$ cat config.mk
export PLATFORM = sky130hd
export DESIGN_NAME = wb_port_arbiter
export DESIGN_NICKNAME = d
export VERILOG_FILES = /design/src/rtl/wb_port_arbiter.sv
export SDC_FILE = /design/constraint.sdc
export NUM_CORES = 1
export LEC_CHECK = 0
export ABC_AREA = 1
export CORE_MARGIN = 2
export CORE_UTILIZATION = 30
export DETAILED_ROUTE_END_ITERATION = 6
export PLACE_DENSITY = 0.52
export SYNTH_ARGS = -nofsm -noshare
export SYNTH_HDL_FRONTEND = slang
export SYNTH_SLANG_ARGS = --single-unit
$ cat constraint.sdc
create_clock -name clock -period 3.5 [get_ports clock]
set_input_delay 0.7 -clock clock [delete_from_list [all_inputs] [get_ports clock]]
set_output_delay 0.7 -clock clock [all_outputs]
set_load 0.02 [all_outputs]
$ cat src/rtl/wb_port_arbiter.sv
// Register-file write-port arbiter: MEM/WB writeback has priority, MDU results wait in a
// one-entry buffer and force a one-cycle pipeline stall after STARVE_LIMIT pipe writes.
// Optional conflict/drop statistics counters are enabled by defining WBARB_STATS_EN.
module wb_port_arbiter #(
  parameter int DATA_W       = 32,
  parameter int ADDR_W       = 5,
  parameter int STARVE_LIMIT = 4
`ifdef WBARB_STATS_EN
  ,
  parameter int STAT_W       = 16
`endif
) (
  input  logic              clock,
  input  logic              reset,
  input  logic              pipe_we,
  input  logic [ADDR_W-1:0] pipe_addr,
  input  logic [DATA_W-1:0] pipe_data,
  input  logic              mdu_valid,
  input  logic [ADDR_W-1:0] mdu_addr,
  input  logic [DATA_W-1:0] mdu_data,
  output logic              mdu_ready,
  output logic              rf_we,
  output logic [ADDR_W-1:0] rf_addr,
  output logic [DATA_W-1:0] rf_data,
  output logic              rf_src,
  output logic              stall_req,
`ifdef WBARB_STATS_EN
  output logic [STAT_W-1:0] conflict_cnt,
  output logic [STAT_W-1:0] drop_cnt,
`endif
  output logic              mdu_drop
);

  localparam int CNT_W = $clog2(STARVE_LIMIT + 1);
  localparam logic [CNT_W-1:0] LIMIT_C = CNT_W'(STARVE_LIMIT);

  typedef enum logic [1:0] {
    ST_IDLE  = 2'd0,
    ST_PEND  = 2'd1,
    ST_FORCE = 2'd2
  } state_t;

  state_t            state_r, state_s;
  logic [ADDR_W-1:0] buf_addr_r, buf_addr_s;
  logic [DATA_W-1:0] buf_data_r, buf_data_s;
  logic [CNT_W-1:0]  wait_cnt_r, wait_cnt_s;

  logic              pipe_wr_s;
  logic              mdu_acc_s;
  logic              mdu_live_s;
  logic              wr_en_s;
  logic [ADDR_W-1:0] wr_addr_s;
  logic [DATA_W-1:0] wr_data_s;
  logic              wr_src_s;
  logic              drop_s;
  logic              enter_pend_s;

  assign mdu_ready = reset & (state_r == ST_IDLE);
  assign stall_req = (state_r == ST_FORCE);

  assign pipe_wr_s  = pipe_we & (pipe_addr != {ADDR_W{1'b0}});
  assign mdu_acc_s  = mdu_valid & mdu_ready;
  // An accepted MDU result for r0 is swallowed here so it never buffers or drops.
  assign mdu_live_s = mdu_acc_s & (mdu_addr != {ADDR_W{1'b0}});

  // Next-state and write-port selection.
  always_comb begin
    state_s      = state_r;
    buf_addr_s   = buf_addr_r;
    buf_data_s   = buf_data_r;
    wait_cnt_s   = wait_cnt_r;
    wr_en_s      = 1'b0;
    wr_addr_s    = rf_addr;
    wr_data_s    = rf_data;
    wr_src_s     = rf_src;
    drop_s       = 1'b0;
    enter_pend_s = 1'b0;
    case (state_r)
      ST_IDLE: begin
        if (pipe_wr_s) begin
          wr_en_s   = 1'b1;
          wr_addr_s = pipe_addr;
          wr_data_s = pipe_data;
          wr_src_s  = 1'b0;
          if (mdu_live_s && (mdu_addr == pipe_addr)) begin
            drop_s = 1'b1;
          end else if (mdu_live_s) begin
            buf_addr_s   = mdu_addr;
            buf_data_s   = mdu_data;
            wait_cnt_s   = {CNT_W{1'b0}};
            enter_pend_s = 1'b1;
            state_s      = ST_PEND;
          end else begin
            state_s = ST_IDLE;
          end
        end else if (mdu_live_s) begin
          wr_en_s   = 1'b1;
          wr_addr_s = mdu_addr;
          wr_data_s = mdu_data;
          wr_src_s  = 1'b1;
        end else begin
          state_s = ST_IDLE;
        end
      end
      ST_PEND: begin
        if (!pipe_wr_s) begin
          wr_en_s   = 1'b1;
          wr_addr_s = buf_addr_r;
          wr_data_s = buf_data_r;
          wr_src_s  = 1'b1;
          state_s   = ST_IDLE;
        end else begin
          wr_en_s   = 1'b1;
          wr_addr_s = pipe_addr;
          wr_data_s = pipe_data;
          wr_src_s  = 1'b0;
          if (pipe_addr == buf_addr_r) begin
            drop_s     = 1'b1;
            wait_cnt_s = {CNT_W{1'b0}};
            state_s    = ST_IDLE;
          end else begin
            wait_cnt_s = wait_cnt_r + CNT_W'(1);
            if ((wait_cnt_r + CNT_W'(1)) == LIMIT_C) begin
              state_s = ST_FORCE;
            end else begin
              state_s = ST_PEND;
            end
          end
        end
      end
      ST_FORCE: begin
        // Pipeline is frozen this cycle and will re-present its write.
        wr_en_s    = 1'b1;
        wr_addr_s  = buf_addr_r;
        wr_data_s  = buf_data_r;
        wr_src_s   = 1'b1;
        wait_cnt_s = {CNT_W{1'b0}};
        state_s    = ST_IDLE;
      end
      default: begin
        wait_cnt_s = {CNT_W{1'b0}};
        state_s    = ST_IDLE;
      end
    endcase
  end

  // Control state and holding buffer.
  always_ff @(posedge clock or negedge reset) begin
    if (!reset) begin
      state_r    <= ST_IDLE;
      buf_addr_r <= {ADDR_W{1'b0}};
      buf_data_r <= {DATA_W{1'b0}};
      wait_cnt_r <= {CNT_W{1'b0}};
    end else begin
      state_r    <= state_s;
      buf_addr_r <= buf_addr_s;
      buf_data_r <= buf_data_s;
      wait_cnt_r <= wait_cnt_s;
    end
  end

  // Registered register-file write port and drop pulse.
  always_ff @(posedge clock or negedge reset) begin
    if (!reset) begin
      rf_we    <= 1'b0;
      rf_addr  <= {ADDR_W{1'b0}};
      rf_data  <= {DATA_W{1'b0}};
      rf_src   <= 1'b0;
      mdu_drop <= 1'b0;
    end else begin
      rf_we    <= wr_en_s;
      rf_addr  <= wr_addr_s;
      rf_data  <= wr_data_s;
      rf_src   <= wr_src_s;
      mdu_drop <= drop_s;
    end
  end

`ifdef WBARB_STATS_EN
  // Saturating statistics, aligned with the visible drop pulse.
  always_ff @(posedge clock or negedge reset) begin
    if (!reset) begin
      conflict_cnt <= {STAT_W{1'b0}};
      drop_cnt     <= {STAT_W{1'b0}};
    end else begin
      if (enter_pend_s && (conflict_cnt != {STAT_W{1'b1}})) begin
        conflict_cnt <= conflict_cnt + STAT_W'(1);
      end else begin
        conflict_cnt <= conflict_cnt;
      end
      if (drop_s && (drop_cnt != {STAT_W{1'b1}})) begin
        drop_cnt <= drop_cnt + STAT_W'(1);
      end else begin
        drop_cnt <= drop_cnt;
      end
    end
  end
`endif

endmodule

======== Yosys cells after proc, flatten, opt, wreduce, memory -nomap -nowiden ========
Index checks and enable logic that the tools add are counted.
cells by class
  reduce and logical (&&, ||, !) cells .... 10
  multiplexer cells ....................... 34
  equality and inequality tests ........... 12
  add/subtract/negate cells ............... 1
  bitwise gates (word level) .............. 5
operators with widths
  cell                   count
  $mux W32               3
  $pmux W32 S3           1
  $mux W3                5
  $mux W5                3
  $pmux W5 S3            1
  $mux W2                6
  $eq A5 B5 Y1           2
  $mux W1                10
  $reduce_bool A5 Y1     2
  $ne A3 B3 Y1 const B   3
  $ne A2 B2 Y1 const B   4
  $reduce_and A4 Y1      2
  $pmux W3 S2            1
  $and A1 B1 Y1          4
  $pmux W1 S2            2
  $pmux W2 S2            1
  $reduce_and A2 Y1      2
  $add A3 B1 Y3 const B  1
  $eq A3 B3 Y1 const B   1
  $pmux W1 S3            1
  $reduce_bool A3 Y1     1
  $eq A2 B1 Y1 const B   1
  $eq A2 B2 Y1 const B   1
  $logic_not A2 Y1       1
  3 further kinds        3
storage, ports and cells
  bits in registers ....................... 82
  logic and storage cells ................. 71

======== Logic depth before layout (Yosys ltp) ========
Gate-level depths: netlist (run 1).
  depth in word-level cells ............... 8
  mapped depth ............................ 12
  gate-level depth less buffers ........... 11

======== Worst setup path before layout (run 1) ========
No wires, ideal clock.
  path kind ............................... input to register
  start ................................... in pipe_we
  end ..................................... reg rf_data[13]
  required time ........................... 3.383 ns
  arrival ................................. 1.672 ns
  setup slack ............................. 1.711 ns
  buffers on the path ..................... 3
  stages on the path ...................... 8
  cell sequence ........................... clkbuf_1 > buf_2 > clkbuf_1 > nand3b_1 > nand3_1 > nand2_1 > nor2_1 > nor2_1
between the ends
  longest elaborated chain between the ends .. 3
  elaborated cells between the ends (all ways) .. 6
  classes of those cells .................. 1 x eq/ne; 3 x mux; 1 x bitwise; 1 x reduce/logical
ends and longest elaborated chain
  element                                                   line  source
  start: declaration                                        15    input logic pipe_we,
  $and A1 B1 Y1 *                                           61    assign pipe_wr_s = pipe_we & (pipe_addr != {ADDR_W{1'b0}});
  $mux W32 (tied with other cells)                          106   if (!pipe_wr_s) begin
  $pmux W32 S3 / $reduce_and A2 Y1 (equally long branches)  --
  end signal: assignment                                    167   rf_data <= {DATA_W{1'b0}};
  end signal: assignment                                    173   rf_data <= wr_data_s;
  end: declaration                                          24    output logic [DATA_W-1:0] rf_data,
Every way passes the cells marked *; elsewhere a longest branch is shown, timed or not.
A chain may end at the register's enable or synchronous reset.

======== Worst setup path in the final report (run 1) ========
  start ................................... reg state_r[1]
  end ..................................... out mdu_ready
between the ends
  longest elaborated chain between the ends .. 2
ends and longest elaborated chain
  element                   line  source
  start: declaration        43    state_t state_r, state_s;
  start signal: assignment  155   state_r <= state_s;
  $logic_not A2 Y1          58    assign mdu_ready = reset & (state_r == ST_IDLE);
  $and A1 B1 Y1             58
  end: declaration          21    output logic mdu_ready,
No other way between the ends.

==> metrics.csv, run 1 <==
metric;value;unit
outcome;completed;
startpoint_type;register;
synth_fa_ha_area_frac;0.0140;
cts-root-buf;clkbuf_16;
finalNonFillerCells;1138;
seqPwrFrac;0.389;
first_iter_violations;307;
cp_top_family;buffers and inverters;
yosys_warnings;0;
dieHeight;138;um
hpwl;10600;um
initial_core_util;0.308;
worst_slew_pin_slew;908;ps
grt_pass1_vias;4930;
synth_cell_types;23;
wl;16100;um
fmax;385;MHz
syn-num-nets;900;
synthMuxAreaShare;0;
nNetsFinal;992;
cts_buffer_depth;2;
cp.required;2800;ps
numCtsBuffers;9;
rows;48;
p_leak;3.61;nW
finalHoldViolCount;0;
critical_path_arrival;1900;ps
p_switching;1.13;mW
post_cts_buffers;0;
clkTransAtPathRegs;60;ps
clk_latency;340;ps
utilization;0.401;
path_common_cell;inv_1;
slowest_delay;590;ps
yosys.area.top_type;dfrtp_1;
powerDensity;476;nW/um2
rsz0062_at_grt;false;
slew_headroom;0.395;
die_w;138;um
worstPathCellList;inv_1 > ha_1 > nand2_1 > inv_1 > clkdlybuf4s50_1;
grt_first_pass_wirelength;26100;um
cts.repair.resized;0;
gr-total-overflow;0;
ys_seq_area_frac;0.383;
synth.cell_area;5350;um2
setup_viol;0;
antenna_found_initial;0;
gr-usage-all-layers;0.179;
design.core.area;17400;um2
layout_setup_ws;903;ps
synth_top_family_by_area;simple AND/OR/NAND/NOR gates;
vias;5223;
hold_class;in2async;
drv_cap;0;
crit_fanout;4;
clock_skew;5.70;ps
switching_share;0.341;
synth_compound_area_frac;0.0640;
tns;0;ps
p_total;3.31;mW
detail-route-antenna-nets;0;
holdBufCountCts;0;
globalplace.congestion;0.846;
internal-power;2.18;mW
syn_to_final_growth;29.8;%
placed_area;6660;um2
dr.pass1.iters;6;
ys_ff_latch;82;
crit_slowest_cell;clkdlybuf4s50_1;
io_pins;120;
finalMaxSlewViolations;0;
period_share;0.742;
cts_tree;built;
vdd_drop_max;0.247;mV
worst-path-buf-inv;3;
postSynthCellCount;816;
dieArea;18900;um2
final_area;6950;um2
num_antenna_cells;0;
wl_per_cell;14.2;um
synth_xor_area_frac;0.00327;
holdWs;416;ps
period_needed;2600;ps
clock_sinks;82;
power.share.clock;0.285;
cts-htree-levels;3;
drive_above_1_share;0.0526;
vias_per_cell;4.59;
critPathCaptureType;output port;
crit_type;reg2out;
grt_max_degree;87;
io_buffers;119;
synth-simple-area-share;0.408;
drc;0;
synth_top_area_share;0.383;
dp_slack;546;ps
place_inst;1122;
synthTopCellsByArea;dfrtp_1, nand2_1, nor2_1, inv_1, nand3_1;
p_comb_frac;0.326;
syn_area_per_cell;6.56;um2
## final timing paths
| path | slack [ps] | endpoint | depth (start not counted) | startpoint |
|---|---|---|---|---|
| max | 900 | mdu_ready | 5 | state_r[1]$_DFFE_PN0P_ |
| min | 420 | rf_data[28]$_DFFE_PN0P_ | 2 | reset |
| max reg2reg | 1230 | rf_addr[2]$_DFFE_PN0P_ | 10 | state_r[1]$_DFFE_PN0P_ |
| min reg2reg | 480 | buf_data_r[23]$_DFFE_PN0P_ | 2 | buf_data_r[23]$_DFFE_PN0P_ |
| max in group asynchronous | 2000 | buf_data_r[26]$_DFFE_PN0P_ | 3 | reset |
| min in group clock | 480 | buf_data_r[23]$_DFFE_PN0P_ | 2 | buf_data_r[23]$_DFFE_PN0P_ |
## final cells by class
type	instances	area (um2)
Multi-Input combinational cell	585	2640
Timing Repair Buffer	134	1330
Fill cell	1875	10400
Tap cell	225	282
Sequential cell	82	2050
Clock inverter	5	55.1
Clock buffer	11	233
Inverter	96	360
## registers in the layout, indices dropped and copies added, names as in the netlist, 2 cells and up
name and cells:
buf_addr_r 5, buf_data_r 32, rf_addr 5, rf_data 32
state_r 2, wait_cnt_r 3
## power by group through the flow
| stage | clock network (mW) | registers (mW) | logic (mW) |
|---|---|---|---|
| after floorplan | 0 | 1.41 | 0.520 |
| after global placement | 0 | 1.31 | 1.09 |
| after detailed placement | 0 | 1.31 | 1.09 |
| after CTS | 0.984 | 1.29 | 1.10 |
| after global routing | 1.02 | 1.32 | 1.21 |
| final | 0.943 | 1.29 | 1.08 |
## cell families (layout without fill, tap and decap cells)
kind of cell	Yosys count	count (layout)
and+or+nand+nor	513	513
DFF	82	82
xor gates and xnor gates	2	2
adders and majority gates	6	6
AOI/OAI and AO/OA	64	64
buffers and inverters	149	246
## routing by layer
| layer | part of all wire | GRT usage | vias to the layer above |
|---|---|---|---|
| met2 | 0.45 | 0.285 | 128 |
| li1 | - | - | 2724 |
| met3 | 0.051 | 0.0269 | 17 |
| met5 | 0 | 0 | - |
| met1 | 0.48 | 0.248 | 2354 |
| met4 | 0.015 | 0.0601 | 0 |
## cells in the mapped netlist (all sizes together)
master  count
xnor2       2
ha          6
nor2      104
dfrtp      82
buf        37
o21ai      44
a21oi      20
nand3      67
nand4      33
clkbuf     16
nand2     292
inv        95
clkinv      1
nand3b     17
## layout by cell type, fill, tap and decap left out
cell and instances:
a21oi_1 20, buf_12 3, buf_2 1, buf_4 13, bufinv_16 1, clkbuf_1 2
clkbuf_16 9, clkdlybuf4s50_1 117, clkinv_1 1, clkinv_2 2, clkinvlp_4 2, dfrtp_1 82
ha_1 5, ha_2 1, inv_1 94, inv_2 1, nand2_1 286, nand2_2 6
nand3_1 65, nand3_4 2, nand3b_1 17, nand4_1 33, nor2_1 103, nor2_2 1
o21ai_0 12, o21ai_1 26, o21ai_2 6, xnor2_1 2
No activity file was read; power rests on OpenSTA's default activity.
==> run 2: changes to the inputs <==
PLACE_DENSITY = 0.54   (was 0.52)
clock period = 2.2 ns   (was 3.5 ns; I/O delays follow)
==> run 2 against run 1 <==
Against the previous run: largest cell class unchanged; clock power up 75%; worst setup slack worse by 790 ps; worst hold slack worse by 150 ps; sequential share of layout area fell by 0.98 points.
==> metrics.csv, run 2 (synthesized netlist as in run 1, its figures left out) <==
metric;value;unit
io_pins;120;
holdBufCountCts;0;
fillCellCount;1825;
grt_first_pass_wirelength;26000;um
crit_type;reg2out;
vias_per_cell;4.61;
layout_commonest_cell;nand2_1;
drc;0;
num_antenna_cells;0;
drive_above_1_share;0.0707;
detail-route-antenna-nets;0;
critPathCaptureType;output port;
hpwl;11100;um
p_total;5.48;mW
worst-path-buf-inv;2;
vias;5336;
cts-root-buf;clkbuf_16;
wl;16200;um
layout_setup_ws;110;ps
vdd_drop_max;0.408;mV
worstPathCellList;inv_1 > ha_1 > clkdlybuf4s50_1;
grt_max_degree;59;
dieArea;18900;um2
grt_pass1_vias;5063;
dp_slack;-48.3;ps
clock_sinks;82;
die_w;138;um
finalNonFillerCells;1158;
nNetsFinal;1012;
cp_top_family;buffers and inverters;
startpoint_type;register;
powerDensity;763;nW/um2
final_cell_mix;nand2_1, clkdlybuf4s50_1, nor2_1, inv_1, dfrtp_1;
p_leak;3.75;nW
gr-total-overflow;0;
design.core.area;17400;um2
fmax;479;MHz
first_iter_violations;267;
drv_cap;0;
gr-usage-all-layers;0.179;
syn_to_final_growth;34.3;%
rsz0062_at_grt;false;
dr.pass1.iters;5;
clkTransAtPathRegs;60;ps
worstSetupStartpoint;state_r[0]$_DFFE_PN0P_;
cts-htree-levels;3;
place_inst;1142;
cp.required;1760;ps
holdWs;264;ps
globalplace.congestion;0.833;
io_buffers;119;
top_regs;buf_data_r x32, rf_data x32;
worst_slew_pin_slew;703;ps
clk_latency;350;ps
period_needed;2090;ps
slowest_delay;610;ps
initial_core_util;0.308;
cts_buffer_depth;2;
cts_tree;built;
hold_class;in2async;
dieHeight;138;um
finalHoldViolCount;0;
wl_per_cell;14.0;um
crit_fanout;4;
outcome;completed;
period_share;0.950;
critical_path_arrival;1650;ps
crit_slowest_cell;clkdlybuf4s50_1;
slew_headroom;0.532;
r2r-start;state_r[1]$_DFFE_PN0P_;
numCtsBuffers;9;
clock_skew;4.32;ps
rows;48;
antenna_found_initial;0;
finalMaxSlewViolations;0;
setup_viol;0;
-- run 2: layout make-up --
type | count | area, um2 | area share
Clock buffer | 14 | 254 | 0.0353
Sequential cell | 82 | 2050 | 0.285
Inverter | 96 | 360 | 0.0501
Tap cell | 225 | 282 | 0.0392
Clock inverter | 2 | 60.1 | 0.00835
Multi-Input combinational cell | 585 | 2640 | 0.367
Timing Repair Buffer | 154 | 1550 | 0.215
-- run 2: layer usage --
| metal | part of all wire | vias to the layer above | wire length [um] | track usage |
|---|---|---|---|---|
| li1 | - | 2762 | - | - |
| met1 | 0.47 | 2410 | 7580 | 0.235 |
| met5 | 0 | - | 0 | 0 |
| met4 | 0.018 | 0 | 286 | 0.0619 |
| met3 | 0.055 | 18 | 897 | 0.0331 |
| met2 | 0.46 | 146 | 7400 | 0.294 |
-- run 2: final timing paths --
check                                       endpoint  slack [ps]  cells after the start
min                           rf_addr[1]$_DFFE_PN0P_         260                      2
min reg2reg                  rf_data[23]$_DFFE_PN0P_         480                      2
max                                        stall_req         110                      3
max in group asynchronous  buf_addr_r[2]$_DFFE_PN0P_        1000                      3
max reg2reg                  rf_data[17]$_DFFE_PN0P_         280                     10
min in group clock           rf_data[23]$_DFFE_PN0P_         480                      2
-- run 2: per-stage QoR --
step / instance area [um2] / TNS, ps / util
after floorplan: 5350 / 0 / -
final: 7190 / 0 / 0.414
after CTS: 7190 / 0 / 0.414
after detailed placement: 6880 / -670 / 0.396
after global routing: 7190 / 0 / 0.414
after global placement: 6880 / -19.9 / 0.396
-- run 2: what timing repair did --
item,in CTS,in global routing
gates resized for setup,1,0
buffers inserted,0,0
setup endpoints to repair,1,0
-- run 2: worst reg2reg max path, stage by stage, from the launching register on --
cell and delay, ps:
dfrtp_1 410, inv_1 90, ha_1 190, nand2_1 80, nor2_1 150, nand2_2 160, nand3_4 100, nand2_2 110
inv_2 360, nand3_1 140, nand2_1 80
-- run 2: where the power goes --
group | internal, mW | switching (mW) | total (mW) | leakage, nW
Clock | 1.03 | 0.624 | 1.65 | 0.151
Combinational | 0.800 | 0.982 | 1.78 | 2.59
Sequential | 1.85 | 0.203 | 2.05 | 1.00
Total | 3.67 | 1.81 | 5.48 | 3.75
